`config.mk`:
```
export PLATFORM = sky130hd
export DESIGN_NAME = microsequencer_stack_flat
export DESIGN_NICKNAME = d
export VERILOG_FILES = /design/src/rtl/microsequencer_stack_if.sv /design/src/rtl/microsequencer_stack.sv /design/src/flat_wrapper.sv
export SDC_FILE = /design/constraint.sdc
export NUM_CORES = 1
export LEC_CHECK = 0
export CAP_MARGIN = 20
export CORE_AREA = 2 2 95 97
export CTS_CLUSTER_SIZE = 40
export DETAILED_ROUTE_END_ITERATION = 10
export DIE_AREA = 0 0 97 99
export PLACE_DENSITY = 0.49
export SLEW_MARGIN = 15
export SYNTH_ARGS = -nofsm -noshare
export SYNTH_HDL_FRONTEND = slang
export SYNTH_SLANG_ARGS = --single-unit
```
`constraint.sdc`:
```
create_clock -name clk -period 6 [get_ports clk]
set_input_delay 0.9 -clock clk [delete_from_list [all_inputs] [get_ports clk]]
set_output_delay 0.9 -clock clk [all_outputs]
set_load 0.01 [all_outputs]
```
`src/rtl/microsequencer_stack_if.sv`:
```
// -----------------------------------------------------------------------------
// microsequencer_stack_if
//
// Purpose
//   Bundles the per-cycle control fields and status outputs of the micro-PC
//   sequencer into one interface.
//
// Modports
//   master : the side that supplies the control fields and the decoder family
//            lines, and observes upc/sp/error status.
//   slave  : the sequencer itself.
//
// Signals
//   stall          1 = sequencer holds all of its state this cycle
//   family_bits    one-hot family lines from the instruction decoder
//   cs_j           jump target field of the current microinstruction
//   cs_cond        condition select (0 = unconditional)
//   cs_dec         dispatch on the instruction family
//   cs_call        push the return address, then jump
//   cs_ret         pop a return address
//   cond_in        branch-condition values ([2]=L, [1]=P, [0]=A)
//   upc            current micro-address
//   sp             number of valid return-stack entries
//   err_overflow   sticky: call issued with the stack full
//   err_underflow  sticky: return issued with the stack empty
//   err_nofamily   sticky: dispatch issued with no family line set
// -----------------------------------------------------------------------------
interface microsequencer_stack_if #(
  parameter int ADDR_W      = 7,
  parameter int FAMILY_W    = 16,
  parameter int NCOND       = 3,
  parameter int STACK_DEPTH = 4
) ();

  localparam int CSEL_W = $clog2(NCOND + 1);
  localparam int SP_W   = $clog2(STACK_DEPTH + 1);

  logic                stall;
  logic [FAMILY_W-1:0] family_bits;
  logic [ADDR_W-1:0]   cs_j;
  logic [CSEL_W-1:0]   cs_cond;
  logic                cs_dec;
  logic                cs_call;
  logic                cs_ret;
  logic [NCOND-1:0]    cond_in;

  logic [ADDR_W-1:0]   upc;
  logic [SP_W-1:0]     sp;
  logic                err_overflow;
  logic                err_underflow;
  logic                err_nofamily;

  modport master (
    output stall, family_bits, cs_j, cs_cond, cs_dec, cs_call, cs_ret, cond_in,
    input  upc, sp, err_overflow, err_underflow, err_nofamily
  );

  modport slave (
    input  stall, family_bits, cs_j, cs_cond, cs_dec, cs_call, cs_ret, cond_in,
    output upc, sp, err_overflow, err_underflow, err_nofamily
  );

endinterface : microsequencer_stack_if

```
`src/rtl/microsequencer_stack.sv`:
```
// -----------------------------------------------------------------------------
// microsequencer_stack
//
// Purpose
//   Micro-PC sequencer for the ARMv4 control unit. Every cycle it selects the
//   next control-store address from one of four sources, in priority order:
//     1. return      : pop the hardware return stack (TRAP_ADDR on underflow)
//     2. dispatch    : jump to the decoded family's entry point
//                      (TRAP_ADDR when no family line is set)
//     3. call        : push upc+1, then take the jump target
//     4. jump        : take the jump target
//   The jump target is the cs_j field with one selected condition bit ORed in.
//   The control store itself is an external combinational ROM indexed by upc.
//
// Ports
//   clk     rising-edge clock
//   rst_n   asynchronous active-low reset
//   bus     microsequencer_stack_if.slave (control fields in, status out)
//
// Assumptions
//   NCOND <= ADDR_W so every condition bit lands inside the address.
//   STACK_DEPTH >= 1.
// -----------------------------------------------------------------------------
module microsequencer_stack #(
  parameter int                ADDR_W         = 7,
  parameter int                FAMILY_W       = 16,
  parameter int                DISPATCH_SHIFT = 3,
  parameter int                NCOND          = 3,
  parameter int                STACK_DEPTH    = 4,
  parameter logic [ADDR_W-1:0] RESET_ADDR     = '0,
  parameter logic [ADDR_W-1:0] TRAP_ADDR      = '1
) (
  input  logic                   clk,
  input  logic                   rst_n,
  microsequencer_stack_if.slave  bus
);

  localparam int SP_W  = $clog2(STACK_DEPTH + 1);
  localparam int IDX_W = (STACK_DEPTH > 1) ? $clog2(STACK_DEPTH) : 1;
  localparam int FAM_W = (FAMILY_W > 1) ? $clog2(FAMILY_W) : 1;
  // Wide enough that the dispatch shift never loses bits before truncation.
  localparam int DSP_W = ADDR_W + FAM_W + DISPATCH_SHIFT;

  typedef enum logic [1:0] {
    OP_JUMP,
    OP_CALL,
    OP_DEC,
    OP_RET
  } op_e;

  // ---------------------------------------------------------------------------
  // State
  // ---------------------------------------------------------------------------
  logic [ADDR_W-1:0] upc_q;
  logic [SP_W-1:0]   sp_q;
  logic              err_overflow_q;
  logic              err_underflow_q;
  logic              err_nofamily_q;
  logic [ADDR_W-1:0] stack_mem [STACK_DEPTH];

  // ---------------------------------------------------------------------------
  // Next-state signals
  // ---------------------------------------------------------------------------
  logic [ADDR_W-1:0] upc_d;
  logic [SP_W-1:0]   sp_d;
  logic              push_en;
  logic              set_overflow;
  logic              set_underflow;
  logic              set_nofamily;

  op_e               op;
  logic [ADDR_W-1:0] jump_target;
  logic [ADDR_W-1:0] dispatch_target;
  logic [DSP_W-1:0]  dispatch_wide;
  logic [FAM_W-1:0]  family_num;
  logic              family_found;
  logic [ADDR_W-1:0] return_addr;
  logic [IDX_W-1:0]  push_idx;
  logic [IDX_W-1:0]  top_idx;
  logic              stack_full;
  logic              stack_empty;

  // ---------------------------------------------------------------------------
  // Jump target: cs_cond==k ORs cond_in[k-1] into address bit k-1.
  // cs_cond==0 (or any value above NCOND) matches no k and leaves cs_j alone.
  // ---------------------------------------------------------------------------
  always_comb begin
    // NOTE: every combinational output gets a default before any branch;
    // a path that leaves it unassigned would infer a latch.
    jump_target = bus.cs_j;
    for (int k = 1; k <= NCOND; k++) begin
      if ((int'(bus.cs_cond) == k) && bus.cond_in[k-1]) begin
        jump_target[k-1] = 1'b1;
      end
    end
  end

  // ---------------------------------------------------------------------------
  // Family dispatch: ascending scan so the highest set line wins.
  // ---------------------------------------------------------------------------
  always_comb begin
    family_num = '0;
    for (int i = 0; i < FAMILY_W; i++) begin
      if (bus.family_bits[i]) begin
        family_num = FAM_W'(i);
      end
    end
  end

  assign family_found    = |bus.family_bits;
  assign dispatch_wide   = DSP_W'(family_num) << DISPATCH_SHIFT;
  assign dispatch_target = dispatch_wide[ADDR_W-1:0];

  // ---------------------------------------------------------------------------
  // Operation select. Lower-priority strobes asserted alongside a higher one
  // are dropped entirely, including their stack side effects.
  // ---------------------------------------------------------------------------
  always_comb begin
    if (bus.cs_ret) begin
      op = OP_RET;
    end else if (bus.cs_dec) begin
      op = OP_DEC;
    end else if (bus.cs_call) begin
      op = OP_CALL;
    end else begin
      op = OP_JUMP;
    end
  end

  // ---------------------------------------------------------------------------
  // Return stack addressing. sp counts valid entries, so the top lives at
  // sp-1 and the next free slot at sp. Both indices are only used when the
  // corresponding empty/full guard allows it.
  // ---------------------------------------------------------------------------
  assign stack_full  = (sp_q == SP_W'(STACK_DEPTH));
  assign stack_empty = (sp_q == '0);
  assign top_idx     = IDX_W'(sp_q - SP_W'(1));
  assign push_idx    = IDX_W'(sp_q);
  // Wraps naturally at 2^ADDR_W - 1.
  assign return_addr = upc_q + ADDR_W'(1);

  // ---------------------------------------------------------------------------
  // Next-address and stack-pointer logic
  // ---------------------------------------------------------------------------
  always_comb begin
    upc_d         = upc_q;
    sp_d          = sp_q;
    push_en       = 1'b0;
    set_overflow  = 1'b0;
    set_underflow = 1'b0;
    set_nofamily  = 1'b0;

    if (!bus.stall) begin
      unique case (op)
        OP_RET: begin
          if (stack_empty) begin
            upc_d         = TRAP_ADDR;
            set_underflow = 1'b1;
          end else begin
            upc_d = stack_mem[top_idx];
            sp_d  = sp_q - SP_W'(1);
          end
        end

        OP_DEC: begin
          if (family_found) begin
            upc_d = dispatch_target;
          end else begin
            upc_d        = TRAP_ADDR;
            set_nofamily = 1'b1;
          end
        end

        OP_CALL: begin
          // The jump is taken even when the push has to be refused.
          upc_d = jump_target;
          if (stack_full) begin
            set_overflow = 1'b1;
          end else begin
            push_en = 1'b1;
            sp_d    = sp_q + SP_W'(1);
          end
        end

        default: begin
          upc_d = jump_target;
        end
      endcase
    end
  end

  // ---------------------------------------------------------------------------
  // Control state. Error flags are sticky until reset.
  // ---------------------------------------------------------------------------
  always_ff @(posedge clk or negedge rst_n) begin
    if (!rst_n) begin
      upc_q           <= RESET_ADDR;
      sp_q            <= '0;
      err_overflow_q  <= 1'b0;
      err_underflow_q <= 1'b0;
      err_nofamily_q  <= 1'b0;
    end else begin
      // NOTE: sequential state uses non-blocking assignments so every
      // register samples the pre-edge values of the others.
      upc_q           <= upc_d;
      sp_q            <= sp_d;
      err_overflow_q  <= err_overflow_q  | set_overflow;
      err_underflow_q <= err_underflow_q | set_underflow;
      err_nofamily_q  <= err_nofamily_q  | set_nofamily;
    end
  end

  // ---------------------------------------------------------------------------
  // Return-stack storage
  // ---------------------------------------------------------------------------
  // NOTE: the stack array has no reset; clearing sp already makes every entry
  // invalid, and an unreset array maps onto plain storage cells.
  always_ff @(posedge clk) begin
    if (push_en) begin
      stack_mem[push_idx] <= return_addr;
    end
  end

  // ---------------------------------------------------------------------------
  // Outputs
  // ---------------------------------------------------------------------------
  assign bus.upc           = upc_q;
  assign bus.sp            = sp_q;
  assign bus.err_overflow  = err_overflow_q;
  assign bus.err_underflow = err_underflow_q;
  assign bus.err_nofamily  = err_nofamily_q;

endmodule : microsequencer_stack

```
`src/flat_wrapper.sv`:
```
// flat-port wrapper written by rule: the top's interface ports become plain ports
module microsequencer_stack_flat 
#(
  parameter int                ADDR_W         = 7,
  parameter int                FAMILY_W       = 16,
  parameter int                DISPATCH_SHIFT = 3,
  parameter int                NCOND          = 3,
  parameter int                STACK_DEPTH    = 4,
  parameter logic [ADDR_W-1:0] RESET_ADDR     = '0,
  parameter logic [ADDR_W-1:0] TRAP_ADDR      = '1
)
  (clk, rst_n, bus_stall, bus_family_bits, bus_cs_j, bus_cs_cond, bus_cs_dec, bus_cs_call, bus_cs_ret, bus_cond_in, bus_upc, bus_sp, bus_err_overflow, bus_err_underflow, bus_err_nofamily);
  microsequencer_stack_if #(.ADDR_W(ADDR_W), .FAMILY_W(FAMILY_W), .NCOND(NCOND), .STACK_DEPTH(STACK_DEPTH)) bus_i ();
  input  logic clk;
  input  logic rst_n;
  input wire logic [$bits(bus_i.stall)-1:0] bus_stall;
  input wire logic [$bits(bus_i.family_bits)-1:0] bus_family_bits;
  input wire logic [$bits(bus_i.cs_j)-1:0] bus_cs_j;
  input wire logic [$bits(bus_i.cs_cond)-1:0] bus_cs_cond;
  input wire logic [$bits(bus_i.cs_dec)-1:0] bus_cs_dec;
  input wire logic [$bits(bus_i.cs_call)-1:0] bus_cs_call;
  input wire logic [$bits(bus_i.cs_ret)-1:0] bus_cs_ret;
  input wire logic [$bits(bus_i.cond_in)-1:0] bus_cond_in;
  output wire logic [$bits(bus_i.upc)-1:0] bus_upc;
  output wire logic [$bits(bus_i.sp)-1:0] bus_sp;
  output wire logic [$bits(bus_i.err_overflow)-1:0] bus_err_overflow;
  output wire logic [$bits(bus_i.err_underflow)-1:0] bus_err_underflow;
  output wire logic [$bits(bus_i.err_nofamily)-1:0] bus_err_nofamily;
  assign bus_i.stall = bus_stall;
  assign bus_i.family_bits = bus_family_bits;
  assign bus_i.cs_j = bus_cs_j;
  assign bus_i.cs_cond = bus_cs_cond;
  assign bus_i.cs_dec = bus_cs_dec;
  assign bus_i.cs_call = bus_cs_call;
  assign bus_i.cs_ret = bus_cs_ret;
  assign bus_i.cond_in = bus_cond_in;
  assign bus_upc = bus_i.upc;
  assign bus_sp = bus_i.sp;
  assign bus_err_overflow = bus_i.err_overflow;
  assign bus_err_underflow = bus_i.err_underflow;
  assign bus_err_nofamily = bus_i.err_nofamily;
  microsequencer_stack #(.ADDR_W(ADDR_W), .FAMILY_W(FAMILY_W), .DISPATCH_SHIFT(DISPATCH_SHIFT), .NCOND(NCOND), .STACK_DEPTH(STACK_DEPTH), .RESET_ADDR(RESET_ADDR), .TRAP_ADDR(TRAP_ADDR)) u_core (.clk(clk), .rst_n(rst_n), .bus(bus_i));
endmodule
```
== Yosys cells after proc, flatten, opt, wreduce, memory -nomap -nowiden ==
Memories as Yosys holds them, arrays and structs flattened.
Index checks and enable logic that the tools add are counted.
Storage, ports and cells
  logic and storage cells: 70
  flip-flop bits (word level): 13
  ROM bits: 0
  latch bits: 0
  memories kept: 1
  memory bits (writable): 28
Memory list
  u_core.stack_mem: words 4, width 7, read ports 1, clocked after memory_dff 0, write ports 1, line microsequencer_stack.sv:59  | logic [ADDR_W-1:0] stack_mem [STACK_DEPTH];
Operators by class
  bitwise logic cells: 4
  $add $sub $neg: 3
  shift operators: 0
  equality and inequality tests: 9
  div/mod/pow operators: 0
  mux-type cells: 41
  multipliers: 0
  magnitude comparators: 0
  reductions and logical operators: 7
Operator list (number)
  $mux W4: 8
  $mux W1: 19
  $mux W3: 6
  $reduce_or A16 Y1: 1
  $mux W7: 2
  $pmux W7 S2: 1
  $eq A2 B2 Y1 const B: 4
  $mux W2: 4
  $add A7 B1 Y7 const B: 1
  $pmux W3 S2: 1
  $eq A2 B1 Y1 const B: 2
  $ne A2 B2 Y1 const B: 2
  $reduce_and A4 Y1: 1
  $add A3 B1 Y3 const B: 1
  $eq A3 B3 Y1 const B: 1
  $logic_and A1 B1 Y1: 3
  $logic_not A3 Y1: 1
  $or A1 B1 Y1: 3
  $sub A3 B1 Y3 const B: 1
  $reduce_bool A2 Y1: 1
  $not A1 Y1: 1

== Longest topological paths before layout ==
  word-level depth: 17
  gate-level depth with buffers: 9
  depth with buffers taken out: 7

== Least setup slack after synthesis ==
Ideal clock, no wire load.
  path type: input to register
  from: input bus_cs_ret
  to: memory u_core.stack_mem[0][0] (enable)
  library setup time: 0.326 ns
  slack: 3.544 ns
  stages on the path: 6
  path buffers: 2
  data required time: 5.674 ns
  data arrival time: 2.130 ns
  cell sequence: buf_6 or3b_1 buf_2 or2_4 nor2_1 and2_1
Between the ends
  word-level cells in the longest chain between the ends: 6
Ends and longest elaborated chain
  start: declaration: line flat_wrapper.sv:22  | input wire logic [$bits(bus_i.cs_ret)-1:0] bus_cs_ret;
  $mux W2: line microsequencer_stack.sv:119  | if (bus.cs_ret) begin
  $eq A2 B1 Y1: line microsequencer_stack.sv:154  | unique case (op)
  $mux W1: line microsequencer_stack.sv:154
  $mux W1: line microsequencer_stack.sv:153  | if (!bus.stall) begin
  $mux W1: line microsequencer_stack.sv:219  | if (push_en) begin
  $mux W1 (not written as such): line microsequencer_stack.sv:220  | stack_mem[push_idx] <= return_addr;
  end: declaration: line microsequencer_stack.sv:59
No other way between the ends.

== Worst setup path after layout ==
  from: input bus_cs_ret
  to: memory u_core.stack_mem[3][0] (enable)
Same word-level chain as after synthesis.

==> key figures <==
Placed design
  • Buffers on Ports: 46
  • Place WS: 2530 ps
  • GP Congestion: 0.784
  • HPWL Detailed: 4220 um

Detailed routing
  • Final WL: about 5500 um
  • DRT Pass-1 Iters: 4
  • Post-DR vias/cell: 4.75
  • Vias: 1544
  • Drt initial violations: 98
  • Number of routed nets with antenna violations: 0
  • DRC: 0
  • Post-detailed-route wirelength per cell: 16.9 um

Clock network
  • H-tree levels: 2
  • Clock slew at reported path FFs: 80 ps
  • Worst skew pair latency: 290 ps
  • Clock Tree Root: clkbuf_8
  • CTS tree: done
  • Sink Count: 41
  • Post-CTS Setup Inserts: 0
  • Total CTS buffers: 5
  • Post-cts resize count: 0
  • Post-CTS Hold Fix Bufs: 0
  • Maximum clock path buffer count: 2

Worst setup path
  • Type of destination of the critical path: flop
  • Required time of the critical path: 5960 ps
  • Max stage delay on crit path: around 720 ps
  • Worst Path Arrival: 3150 ps
  • Worst path cell trace: clkdlybuf4s50_1 -> or3b_1 -> or2_4 -> nor2_1 -> and2_1
  • Critical Path Start Type: input pin
  • Reg-to-Reg Start: u_core.bus.sp[0]$_DFFE_PN0P_
  • Slowest CP cell: clkdlybuf4s50_1
  • CP max FO: 18
  • Crit Path Category: in2reg
  • Worst Setup SP: bus_cs_ret

Timing
  • Final worst slack: 2810 ps
  • Final Cycle Share: 0.532
  • Final setup vio count: 0
  • Final clock skew: 8.07 ps
  • Hold Violations, Final: 0
  • Rel. slew slack: 0.481
  • RSZ-0062 raised after global routing: false
  • WHS: 458 ps
  • Pins over their slew limit: 0
  • Tightest Pin Transition: 776 ps
  • Tmin final: 3190 ps
  • Max frequency: 0.313 GHz
  • Setup TNS: 0 ps

Floorplan
  • I/O pin cnt: 47
  • DIE HEIGHT: 99 um
  • Core area: 8550 sq um
  • Die Footprint: 9600 sq um
  • Initial core utilization: 0.244
  • Site Rows: 34
  • Die width: about 97 um

Synth
  • Synthesized cell area: 2090 sq um
  • Most numerous cell in the Yosys netlist: edfxtp_1
  • Post-synthesis sequential area ratio: 0.558
  • Synthesized flop and latch total: 41
  • Post-synth EDFFs: 28
  • Mean area per synthesized cell: about 12 sq um
  • List of most frequent post-synthesis cells: 28 x edfxtp_1, 13 x a21oi_1, 13 x dfrtp_1, 12 x nor2_1, 11 x nand2_1
  • Leading area contributor after synthesis: edfxtp_1
  • Post-Syn Nets: 213
  • Ys async rst share: 0.317
  • Commonest register cell after synthesis: edfxtp_1
  • Yosys top cell area share: 0.403
  • YS warnings: 0
  • Post-Syn Instances: 172
  • Distinct cells, synth: 40
  • Synth area leaders: edfxtp_1 40%, dfrtp_1 16%, mux4_2 7.5%, ha_1 4.2%, a21oi_1 3.1%

Layout
  • Area of the multi-input gates: 851 sq um
  • # nets final: 258
  • Area delta synth->final: 31.5%
  • Register area: 1170 sq um
  • Antenna diodes: 0
  • Share of layout cells above drive strength 1: 0.0829
  • Filler cells: 854

Pwr
  • Peak VDD IR: between 100 and 150 uV
  • Pleak: around 0.99 nW
  • P per Cell Area: 350 nW/um^2
  • Total design power: 962 uW

Run
  • Max Cap Viol: 0

Global route
  • Pin count of the biggest net entering global routing: 21
  • GRT Util Overall: 0.118
  • Met1 Use GR: 0.152
  • Met2 usage: 0.192
  • Initial antenna violation count: 0
  • Busiest grt layer: met2
  • Overflow after GRT: 0
  • Routing usage on met3: 0.0340
  • Number of global-route vias before repair: 1612
  • First-pass GRT wire length: 8760 um

Status
  • Run status: finished clean

Min path
  • Min-delay worst type: reg2reg
  • Hold path startpoint: u_core.bus.err_nofamily$_DFF_PN0_
==> where the power goes <==
| part | switching (mW) | internal, mW | leakage, nW |
|---|---|---|---|
| logic | 0.164 | 0.185 | 0.532 |
| registers | 0.0497 | 0.354 | 0.406 |
| clock network | 0.0881 | 0.121 | 0.0540 |
==> critical path, delay by kind of cell <==
family | cells | cell delay (ps)
buffers and inverters | 1 | 720
AND/OR/NAND/NOR | 4 | 1520
==> placed cells by master, fill, tap and decap left out, types with 4 or more instances in the layout <==
cell	Yosys	routed
xnor2_1	4	4
nor3_1	4	4
and2_1	5	5
clkbuf_8	0	5
ha_1	7	7
o21ai_0	8	8
nand3_1	4	4
nor4_1	4	4
nor2_1	12	12
dfrtp_1	13	13
inv_1	8	8
a21oi_1	13	13
nand2_1	11	11
clkdlybuf4s50_1	0	46
mux4_2	7	7
a211oi_1	4	4
nand2b_1	4	4
edfxtp_1	28	28
==> per-layer routing <==
metal | wire [um] | part of all wire | vias up
met4 | 69 | 0.013 | 0
met2 | 2610 | 0.47 | 65
met3 | 327 | 0.059 | 7
met1 | 2500 | 0.45 | 744
li1 | - | - | 728
met5 | 0 | 0 | -
==> final timing paths <==
kind	endpoint	slack (ps)	cells after the start
setup / recovery	u_core.stack_mem[3][0]$_DFFE_PP_	2810	5
hold reg to reg	u_core.bus.err_nofamily$_DFF_PN0_	460	1
max in group asynchronous	u_core.bus.upc[2]$_DFFE_PN0N_	4610	1
setup reg to reg	u_core.stack_mem[3][0]$_DFFE_PP_	3320	6
min in group asynchronous	u_core.bus.sp[2]$_DFFE_PN0P_	990	1
hold / removal	u_core.bus.err_nofamily$_DFF_PN0_	460	1
==> cell families (layout without fill, tap and decap cells) <==
kind of cell / Yosys count / in the layout / synth area share
mux: 7 / 7 / 0.0755
xor+xnor: 7 / 7 / 0.0294
simple gates: 53 / 53 / 0.131
flops: 41 / 41 / 0.558
buf+inv: 16 / 61 / 0.0341
fa+ha+maj: 7 / 7 / 0.0419
compound gates: 41 / 41 / 0.130
==> sequential cells by signal, indices dropped and copies added, names as in the netlist <==
signal	flops
u_core.bus.err_nofamily	1
u_core.bus.err_overflow	1
u_core.bus.err_underflow	1
u_core.bus.sp	3
u_core.bus.upc	7
u_core.stack_mem	28
==> cell type report <==
type                    count  share of cell area
flip-flops and latches     41               0.425
multi-input cells         115               0.310
repair buffers             46               0.168
well taps                 108              0.0492
clock buffers               5              0.0251
clock inverters             2              0.0128
inverters                   8              0.0109
==> stage by stage <==
stage	cells	cell area [sq um]	util
floorplan	172	2090	-
global placement	318	2640	0.309
detailed placement	318	2640	0.309
CTS	325	2750	0.321
global route	325	2750	0.321
finish	325	2750	0.321
(Power assumes the default switching activity.)
